<file path="src/rtl/gb_fb_pkg.sv">
// Shared definitions for the Game Boy LCD capture path and the 160x144x2bpp
// framebuffer it feeds.
//   GB_H_PIX / GB_V_LINES : visible GB frame geometry
//   FB_DEPTH / FB_AW      : framebuffer word count and address width
//   gb_pix_t              : one 2bpp pixel
//   cap_state_t           : capture FSM state encoding
package gb_fb_pkg;

  localparam int GB_H_PIX   = 160;
  localparam int GB_V_LINES = 144;
  localparam int FB_DEPTH   = GB_H_PIX * GB_V_LINES;
  localparam int FB_AW      = 15;

  typedef logic [1:0] gb_pix_t;

  typedef enum logic {
    S_IDLE   = 1'b0,
    S_ACTIVE = 1'b1
  } cap_state_t;

endpackage

</file>
<file path="src/rtl/gb_sync_edge.sv">
// Synchronizer plus registered single-edge detector for one asynchronous
// GB LCD control line.
//   clk     in  system clock
//   reset_n in  asynchronous active-low reset
//   din     in  asynchronous input
//   edge_p  out 1-cycle pulse on a rising (RISE=1) or falling (RISE=0) edge
// Pin-to-pulse latency is STAGES+1 clk cycles.
module gb_sync_edge #(
  parameter int STAGES = 2,
  parameter bit RISE   = 1'b1
) (
  input  logic clk,
  input  logic reset_n,
  input  logic din,
  output logic edge_p
);

  logic [STAGES-1:0] sync_q;
  logic              prev_q;
  logic              sync_out;

  assign sync_out = sync_q[STAGES-1];

  always_ff @(posedge clk or negedge reset_n) begin
    if (!reset_n) begin
      sync_q <= '0;
      prev_q <= 1'b0;
      edge_p <= 1'b0;
    end else begin
      sync_q <= {sync_q[STAGES-2:0], din};
      prev_q <= sync_out;
      edge_p <= RISE ? (sync_out & ~prev_q) : (~sync_out & prev_q);
    end
  end

endmodule

</file>
<file path="src/rtl/gb_lcd_capture.sv">
// Write side of the GB framebuffer: samples the asynchronous GB LCD bus and
// writes one 2-bit word per pixel at address y*H_PIX+x.
//   clk, reset_n        system clock, async active-low reset
//   gb_clk/hsync/vsync  GB LCD pixel clock, line latch, frame sync (async)
//   gb_d                GB pixel data (async), valid at gb_clk falling edge
//   capture_en          arms capture, sampled at a vsync rising edge
//   fb_wr_addr/data/we  framebuffer write port (we is a 1-cycle strobe)
//   frame_done          pulse when the last line of a frame completes
//   frame_err           pulse on vsync arriving mid-frame
//   line_err            pulse on the first dropped pixel of an overlong line
//   frame_count         completed frames (wraps)
//   err_count           error events (saturates at 255)
// Build option: define GB_CAPTURE_STATS_EN to build frame_count/err_count;
// otherwise both read 0 and no counter flops exist.
module gb_lcd_capture #(
  parameter int H_PIX       = gb_fb_pkg::GB_H_PIX,
  parameter int V_LINES     = gb_fb_pkg::GB_V_LINES,
  parameter int SYNC_STAGES = 2,
  parameter int FB_AW       = gb_fb_pkg::FB_AW
) (
  input  logic             clk,
  input  logic             reset_n,
  input  logic             gb_clk,
  input  logic             gb_hsync,
  input  logic             gb_vsync,
  input  logic [1:0]       gb_d,
  input  logic             capture_en,
  output logic [FB_AW-1:0] fb_wr_addr,
  output logic [1:0]       fb_wr_data,
  output logic             fb_we,
  output logic             frame_done,
  output logic             frame_err,
  output logic             line_err,
  output logic [15:0]      frame_count,
  output logic [7:0]       err_count
);

  import gb_fb_pkg::*;

  // x saturates at H_PIX so it needs room for that value itself.
  localparam int XW = $clog2(H_PIX + 1);
  localparam int YW = (V_LINES > 1) ? $clog2(V_LINES) : 1;

  logic px_fall, hs_rise, vs_rise;

  gb_sync_edge #(.STAGES(SYNC_STAGES), .RISE(1'b0)) u_sync_clk (
    .clk(clk), .reset_n(reset_n), .din(gb_clk), .edge_p(px_fall)
  );

  gb_sync_edge #(.STAGES(SYNC_STAGES), .RISE(1'b1)) u_sync_hs (
    .clk(clk), .reset_n(reset_n), .din(gb_hsync), .edge_p(hs_rise)
  );

  gb_sync_edge #(.STAGES(SYNC_STAGES), .RISE(1'b1)) u_sync_vs (
    .clk(clk), .reset_n(reset_n), .din(gb_vsync), .edge_p(vs_rise)
  );

  // Data gets one flop beyond its synchronizer so it lines up with the
  // registered edge pulse, i.e. it is the value present when gb_clk fell.
  logic [SYNC_STAGES-1:0][1:0] d_sync_q;
  gb_pix_t                     d_dly_q;

  always_ff @(posedge clk or negedge reset_n) begin
    if (!reset_n) begin
      d_sync_q <= '0;
      d_dly_q  <= '0;
    end else begin
      d_sync_q <= {d_sync_q[SYNC_STAGES-2:0], gb_d};
      d_dly_q  <= d_sync_q[SYNC_STAGES-1];
    end
  end

  cap_state_t       state_q;
  logic [XW-1:0]    x_q;
  logic [YW-1:0]    y_q;
  logic [FB_AW-1:0] addr_q;
  logic [FB_AW-1:0] base_q;    // y*H_PIX, advanced by H_PIX per line
  logic             lerr_seen_q;

  always_ff @(posedge clk or negedge reset_n) begin
    if (!reset_n) begin
      state_q     <= S_IDLE;
      x_q         <= '0;
      y_q         <= '0;
      addr_q      <= '0;
      base_q      <= '0;
      lerr_seen_q <= 1'b0;
      fb_wr_addr  <= '0;
      fb_wr_data  <= '0;
      fb_we       <= 1'b0;
      frame_done  <= 1'b0;
      frame_err   <= 1'b0;
      line_err    <= 1'b0;
    end else begin
      fb_we      <= 1'b0;
      frame_done <= 1'b0;
      frame_err  <= 1'b0;
      line_err   <= 1'b0;
      case (state_q)
        S_IDLE: begin
          if (vs_rise && capture_en) begin
            state_q     <= S_ACTIVE;
            x_q         <= '0;
            y_q         <= '0;
            addr_q      <= '0;
            base_q      <= '0;
            lerr_seen_q <= 1'b0;
          end
        end
        S_ACTIVE: begin
          // Priority vsync > hsync > pixel; a losing pixel edge is dropped.
          if (vs_rise) begin
            frame_err   <= 1'b1;
            x_q         <= '0;
            y_q         <= '0;
            addr_q      <= '0;
            base_q      <= '0;
            lerr_seen_q <= 1'b0;
            if (!capture_en) state_q <= S_IDLE;
          end else if (hs_rise) begin
            x_q         <= '0;
            lerr_seen_q <= 1'b0;
            if (y_q == YW'(V_LINES - 1)) begin
              frame_done <= 1'b1;
              state_q    <= S_IDLE;
            end else begin
              y_q    <= y_q + YW'(1);
              base_q <= base_q + FB_AW'(H_PIX);
              addr_q <= base_q + FB_AW'(H_PIX);
            end
          end else if (px_fall) begin
            if (x_q < XW'(H_PIX)) begin
              fb_we      <= 1'b1;
              fb_wr_addr <= addr_q;
              fb_wr_data <= d_dly_q;
              addr_q     <= addr_q + FB_AW'(1);
              x_q        <= x_q + XW'(1);
            end else if (!lerr_seen_q) begin
              line_err    <= 1'b1;
              lerr_seen_q <= 1'b1;
            end
          end
        end
        default: state_q <= S_IDLE;
      endcase
    end
  end

`ifdef GB_CAPTURE_STATS_EN
  logic [15:0] frame_cnt_q;
  logic [7:0]  err_cnt_q;

  // Counts follow the event pulses by one cycle; a simultaneous frame_err
  // and line_err counts once.
  always_ff @(posedge clk or negedge reset_n) begin
    if (!reset_n) begin
      frame_cnt_q <= '0;
      err_cnt_q   <= '0;
    end else begin
      if (frame_done) frame_cnt_q <= frame_cnt_q + 16'd1;
      if ((frame_err || line_err) && (err_cnt_q != 8'hFF))
        err_cnt_q <= err_cnt_q + 8'd1;
    end
  end

  assign frame_count = frame_cnt_q;
  assign err_count   = err_cnt_q;
`else
  assign frame_count = 16'd0;
  assign err_count   = 8'd0;
`endif

endmodule

</file>
<file path="config.mk">
export PLATFORM = sky130hd
export DESIGN_NAME = gb_lcd_capture
export DESIGN_NICKNAME = d
export VERILOG_FILES = /design/src/rtl/gb_fb_pkg.sv /design/src/rtl/gb_sync_edge.sv /design/src/rtl/gb_lcd_capture.sv
export SDC_FILE = /design/constraint.sdc
export NUM_CORES = 1
export LEC_CHECK = 0
export ABC_CLOCK_PERIOD_IN_PS = 4800
export CAP_MARGIN = 30
export CORE_UTILIZATION = 55
export CTS_BUF_LIST = sky130_fd_sc_hd__clkbuf_2 sky130_fd_sc_hd__clkbuf_4 sky130_fd_sc_hd__clkbuf_8
export CTS_CLUSTER_SIZE = 8
export DETAILED_ROUTE_END_ITERATION = 6
export GPL_ROUTABILITY_DRIVEN = 0
export PLACE_DENSITY_LB_ADDON = 0.2
export SLEW_MARGIN = 0
export SYNTH_ARGS = -nofsm -noshare
export SYNTH_HDL_FRONTEND = slang
export SYNTH_HIERARCHICAL = 1
export SYNTH_SLANG_ARGS = --single-unit
</file>
<file path="constraint.sdc">
create_clock -name clk -period 4.8 [get_ports clk]
set_input_delay 0.96 -clock clk [delete_from_list [all_inputs] [get_ports clk]]
set_output_delay 0.96 -clock clk [all_outputs]
set_load 0.02 [all_outputs]
</file>
==> out/results.txt, run 1 <==
Status - complete, no violations
CTS sink cnt - 82
CTS root buffer - clkbuf_8
Ys Warns - 6
Max cap viols - 0
Die area - 7430 um^2
HP Class - reg -> reg
Initial antenna violation count - 0
DR vias/cell - 5.35
Startpoint types - flip-flop
First-pass GRT wire length - 12900 um
Max IR drop VDD - 180 uV
Max Slew Vio Count - 0
Buf/Inv on CP - 0
WHS Endpoint - d_sync_q[3]$_DFF_PN0_
Chip width - 86.2 um
Rows - 30
Hold_sp - d_sync_q[1]$_DFF_PN0_
Longest Clk Path Bufs - 2
Sequential standard cell area - 2050 um^2
Drt wl/cell - 13.6 um
Avg Cell Area, Syn - 9.70 um^2
Starting Density - 0.571
Area of the multi-input gates - 1670 um^2
Final Cell Area - 4390 um^2
Post-CTS sizing - 0
Mapped Cells - 402
Area after DPL - 4160 um^2
Slowest CP cell - o21ai_2
Most frequent cells in the layout - nand2_1 (89), dfrtp_1 (82), o21ai_0 (29)
Slew headroom - 0.397
Commonest non-fill, non-tap cell in the layout - nand2_1
Area Growth Syn to Fin - 12.6%
EDFF count, synth - 0
CP dominant cell by count - nor2b_1
Setup Skew - 0.0112 ns
I/O pin cnt - 53
Hold path cells - 0
Layout cells sized above 1 - 0.0856
Crit path from - u_sync_vs/edge_p$_DFF_PN0_
Max Freq - 435 MHz
Post-synth ARST share - 1.00
Area leader, netlist - dfrtp_1
DR pass1 iterations - 4
Period utilization - 0.479
FF-to-FF End - addr_q[8]$_DFFE_PN0P_
Required @ worst endpoint - 5.04 ns
R2R depth - 5
Critical-path cell list - nor2b_1, nand2_2, o21ai_2, nor2b_1, nor3_2
Post-synth top flop - dfrtp_1
Yosys top cell area share - 0.526
Worst Path Arrival - 2.53 ns
Largest net degree at the start of global routing - 56
Worst-Margin Slew - 0.904 ns
Final setup viols - 0
Post-CTS setup buffers - 0
HPWL Detailed - 5010 um
DIE HEIGHT - 86.2 um
Crit path kind - reg -> reg
Mapped Area - 3900 um^2
Min cycle time layout - 2.30 ns
Register area share after synthesis - 0.526
Core footprint - 6830 um^2
Synth Register Bits - 82
Worst R2R Start - u_sync_vs/edge_p$_DFF_PN0_
Setup slack, reg-to-reg - 2.50 ns
DRC - 0
H-tree level count - 3
Post-route ant nets - 0
Num CTS Buffers - 9
Cell family with most CP delay - simple AND/OR/NAND/NOR gates
Power Dens Cells - 371 nW/um^2
Setup TNS - 0 ns
Ant diodes - 0
IO Port Bufs - 28
Filler Cell Count - 592
Vias in the first global route - 2749
Hold-fix buffers, CTS - 0
RSZ-0062 raised after global routing - no
Drt total wl - 7210 um
Fin nets - 441
Hold Vio Cnt, Final - 0
Crit path max fanout - 21
WP depth - 5
Vias after detailed routing - 2823
Clk pin slew, worst setup/hold paths - 0.09 ns
Peak per-stage delay on the critical path - 0.64 ns
Initial DRC Count - 156
Worst skew pair latency - 0.35 ns
Gr ovfl total - 0
Netlist cell types - 51
Leak - 0.00205 uW
Total GRT Usage - 0.223
Endpoint class of the critical path - flip-flop
TritonCTS clock tree - built
Synth top area cells - dfrtp_1 (53%), nand2_1 (8.6%), buf_4 (5.2%)
[metal layers]
layer  vias to the layer above  track usage  wire length [um]
met5                         -            0                 0
met4                         0       0.0864               139
met3                        13       0.0362               331
met2                        67        0.363              3470
met1                      1360        0.302              3260
li1                       1383            -                 -
[state kept, by name, summed over array words and instances (netlist names), 2 cells and up]
register	flops
addr_q	15
fb_wr_addr	15
base_q	10
x_q	8
y_q	8
d_sync_q	4
d_dly_q	2
fb_wr_data	2
u_sync_clk/sync_q	2
u_sync_hs/sync_q	2
u_sync_vs/sync_q	2
[area by class of cell]
| type | instances | share of cell area |
|---|---|---|
| flip-flops and latches | 82 | 0.467 |
| multi-input cells | 303 | 0.380 |
| repair buffers | 30 | 0.0712 |
| clock buffers | 9 | 0.0282 |
| well taps | 96 | 0.0274 |
| clock inverters | 5 | 0.0237 |
| inverters | 3 | 0.00256 |
[per-stage QoR]
step	cells	utilization	setup slack (ns)	hold WS, ns	power [uW]
global placement	513	0.605	2.32	0.332	1050
global route	528	0.643	2.26	0.358	1700
CTS	528	0.643	2.49	0.355	1640
floorplan	425	-	3.00	0.331	988
finish	528	0.643	2.50	0.352	1630
detailed placement	514	0.609	2.28	0.336	1070
[synth_stat cells (3+ instances only)]
library cell	count
buf_2	7
buf_4	27
o211ai_1	4
ha_1	4
a31oi_1	5
and2_1	5
and3_1	5
nor2_1	27
nor3_1	5
xor2_1	8
nand3_1	12
dfrtp_1	82
nand4_1	5
nand2b_1	3
o21ai_1	11
xnor2_1	7
nor2b_1	4
a21oi_1	12
a22o_1	4
o31ai_1	7
nor2b_4	3
o21ai_0	29
nand2_1	89
[report_power, final]
| part | switching [uW] | internal, uW |
|---|---|---|
| combinational | 145 | 96.5 |
| sequential | 61.4 | 748 |
| clock | 235 | 341 |
[kinds of logic (layout without fill, tap and decap cells)]
family	count (synthesis)	after routing	synth area share
other	1	24	0.000962
flip-flops	82	82	0.526
multiplexers	1	1	0.00257
AND/OR/NAND/NOR	174	174	0.220
AO/OA/AOI/OAI	85	85	0.135
adder cells (fa/ha/maj)	4	4	0.0128
buffers and inverters	40	47	0.0687
XOR/XNOR	15	15	0.0337
[worst max-delay path by stage]
stage,end,slack [ns]
3_3_place_gp,addr_q[3]$_DFFE_PN0P_,2.32
5_1_grt,addr_q[13]$_DFFE_PN0P_,2.26
2_1_floorplan,addr_q[4]$_DFFE_PN0P_,3.00
3_5_place_dp,addr_q[11]$_DFFE_PN0P_,2.28
4_1_cts,addr_q[13]$_DFFE_PN0P_,2.49
6_report,addr_q[8]$_DFFE_PN0P_,2.50
No activity file was read; power rests on OpenSTA's default activity.
==> run 2, diff against run 1 <==
- ABC_CLOCK_PERIOD_IN_PS: 4800 -> 1900
- CORE_UTILIZATION: 55 -> 51
- clock period: 4.8 -> 1.9 ns (I/O delays scaled with it)
==> run 2 against run 1 <==
  * Clock skew up 0.0011 ns
  * Core utilization down 3.1 points
  * Sequential share of layout area down 0.94 points
  * First-iteration DRC count down 2.6%
  * Die area up 7.7%
  * Routed wire length up 3.1%
  * Combinational power rose to 2.8 times the previous value
  * Fmax up 28%
  * Power up 140%
  * Register-to-register slack worse by 2.4 ns
  * Non-clock buffer count up 15
  * Critical path type unchanged
  * Highest routed layer unchanged
==> out/results.txt, run 2 (synthesis results as in run 1) <==
DR pass1 iterations - 4 (unchanged)
TritonCTS clock tree - built
Longest Clk Path Bufs - 2 (unchanged)
Startpoint types - flip-flop
Ant diodes - 0 (unchanged)
HPWL Detailed - 5250 um (+4.7%)
Final setup viols - 0 (unchanged)
CTS sink cnt - 82 (unchanged)
Leak - 0.00209 uW (+2.4%)
Fin nets - 456 (+3.4%)
Min setup slack post-route - 0.108 ns (-2.39 ns)
Drt total wl - 7430 um (+3.1%)
CTS root buffer - clkbuf_8
Max Freq - 558 MHz (+28%)
RSZ-0062 raised after global routing - yes
Biggest regs - addr_q: 15 flops, fb_wr_addr: 15 flops, base_q: 10 flops
Vias after detailed routing - 2888 (+2.3%)
Crit path kind - reg -> reg
First-pass GRT wire length - 12900 um (about the same)
Period utilization - 0.943 (+0.464)
Slew headroom - 0.647 (+0.249)
DRC - 0 (unchanged)
Setup Skew - 0.0123 ns (+0.00105 ns)
Layout cells sized above 1 - 0.118 (+0.0324)
Final cell count without fillers - 548 (+3.8%)
Most frequent cells in the layout - nand2_1 (89), dfrtp_1 (82), o21ai_0 (28)
Power Dens Cells - 867 nW/um^2 (+130%)
Filler Cell Count - 605 (+2.2%)
Worst hold margin - 0.358 ns (+0.00632 ns)
Area Growth Syn to Fin - 14.9%
Die area - 8000 um^2 (+7.7%)
Worst skew pair latency - 0.36 ns (about the same)
IO Port Bufs - 28 (unchanged)
Rows - 31 (+3.3%)
Min cycle time layout - 1.79 ns (-0.506 ns)
Required @ worst endpoint - 2.18 ns (-2.86 ns)
Commonest non-fill, non-tap cell in the layout - nand2_1
Endpoint class of the critical path - flip-flop
Sequential standard cell area - 2050 um^2 (unchanged)
I/O pin cnt - 53 (unchanged)
Num CTS Buffers - 9 (unchanged)
Chip width - 89.4 um (+3.8%)
DIE HEIGHT - 89.4 um (+3.8%)
Max Slew Vio Count - 0 (unchanged)
Placed insts - 531 (+3.3%)
Max IR drop VDD - 370 uV (+110%)
Largest net degree at the start of global routing - 39 (-30%)
DR vias/cell - 5.27 (-1.4%)
Status - complete, no violations
Hold Vio Cnt, Final - 0 (unchanged)
Post-route ant nets - 0 (unchanged)
H-tree level count - 3 (unchanged)
Setup slack at placement - 0.0540 ns (-2.22 ns)
Total power - 3890 uW (+140%)
Core footprint - 7330 um^2 (+7.3%)
Drt wl/cell - 13.6 um (-0.68%)
Max cap viols - 0 (unchanged)
HP Class - reg -> reg
Worst-Margin Slew - 0.530 ns (-0.374 ns)
Post-route core utilization - 0.611 (-0.0315)
Initial DRC Count - 152 (-2.6%)
Worst Path Arrival - 2.07 ns (-0.46 ns)
Clk pin slew, worst setup/hold paths - 0.09 ns (about the same)
Gr ovfl total - 0 (unchanged)
Crit path max fanout - 6 (-71%)
Starting Density - 0.532 (-0.0389)
Area of the multi-input gates - 1670 um^2 (unchanged)
Vias in the first global route - 2678 (-2.6%)
Post-CTS setup buffers - 0 (unchanged)
Initial antenna violation count - 0 (unchanged)
Total GRT Usage - 0.215 (-0.00819)
run 2: cell types whose count changed in the layout (fill, tap and decap cells not counted), sizes merged:
| cell | delta |
|---|---|
| buf | +14 |
| bufinv | -3 |
| clkinvlp | +2 |
| dlygate4sd3 | +1 |
| inv | +3 |
run 2: area by class of cell:
type / instances / share of cell area
Sequential cell: 82 / 0.458
Multi-Input combinational cell: 303 / 0.372
Timing Repair Buffer: 45 / 0.0994
Clock buffer: 9 / 0.0276
Tap cell: 99 / 0.0276
Clock inverter: 7 / 0.0128
Inverter: 3 / 0.00251
run 2: worst max-delay path, cell delays in order (launching register included):
cell	delay [ns]
dfrtp_1	0.42
ha_1	0.25
and4b_1	0.26
a21oi_1	0.44
nand2_1	0.21
o211ai_1	0.13
run 2: metal layers:
layer / global-route usage / share of wire
met1: 0.291 / 0.48
met2: 0.342 / 0.47
met3: 0.0452 / 0.033
met4: 0.0765 / 0.012
met5: 0 / 0
run 2: metrics by stage:
step	TNS [ns]	cell area, um^2
floorplan	0	3990
global placement	0	4290
CTS	0	4480
global route	-0.0230	4480
detailed placement	0	4290
finish	0	4480
run 2: final timing paths:
check / startpoint / to / slack [ns] / depth (start not counted)
hold reg to reg: d_sync_q[2]$_DFF_PN0_ / d_dly_q[0]$_DFF_PN0_ / 0.36 / 0
setup / recovery: y_q[0]$_DFFE_PN0P_ / addr_q[13]$_DFFE_PN0P_ / 0.11 / 5
max in group asynchronous: reset_n / base_q[11]$_DFFE_PN0P_ / 0.82 / 3
min in group asynchronous: reset_n / line_err$_DFF_PN0_ / 0.52 / 2
setup reg to reg: y_q[0]$_DFFE_PN0P_ / addr_q[13]$_DFFE_PN0P_ / 0.11 / 5
hold / removal: d_sync_q[2]$_DFF_PN0_ / d_dly_q[0]$_DFF_PN0_ / 0.36 / 0
run 2: where the power goes:
part           leakage [uW]  switching, uW  internal [uW]
registers           0.00109            151           1890
logic              0.000915            379            284
clock network     0.0000886            687            495
total               0.00209           1220           2670
run 2: what timing repair did:
action / in CTS / in global routing
gates resized for setup: 0 / 1
setup endpoints to repair: 0 / 3
hold buffers: 1 / 0
hold endpoints to repair: 33 / 0
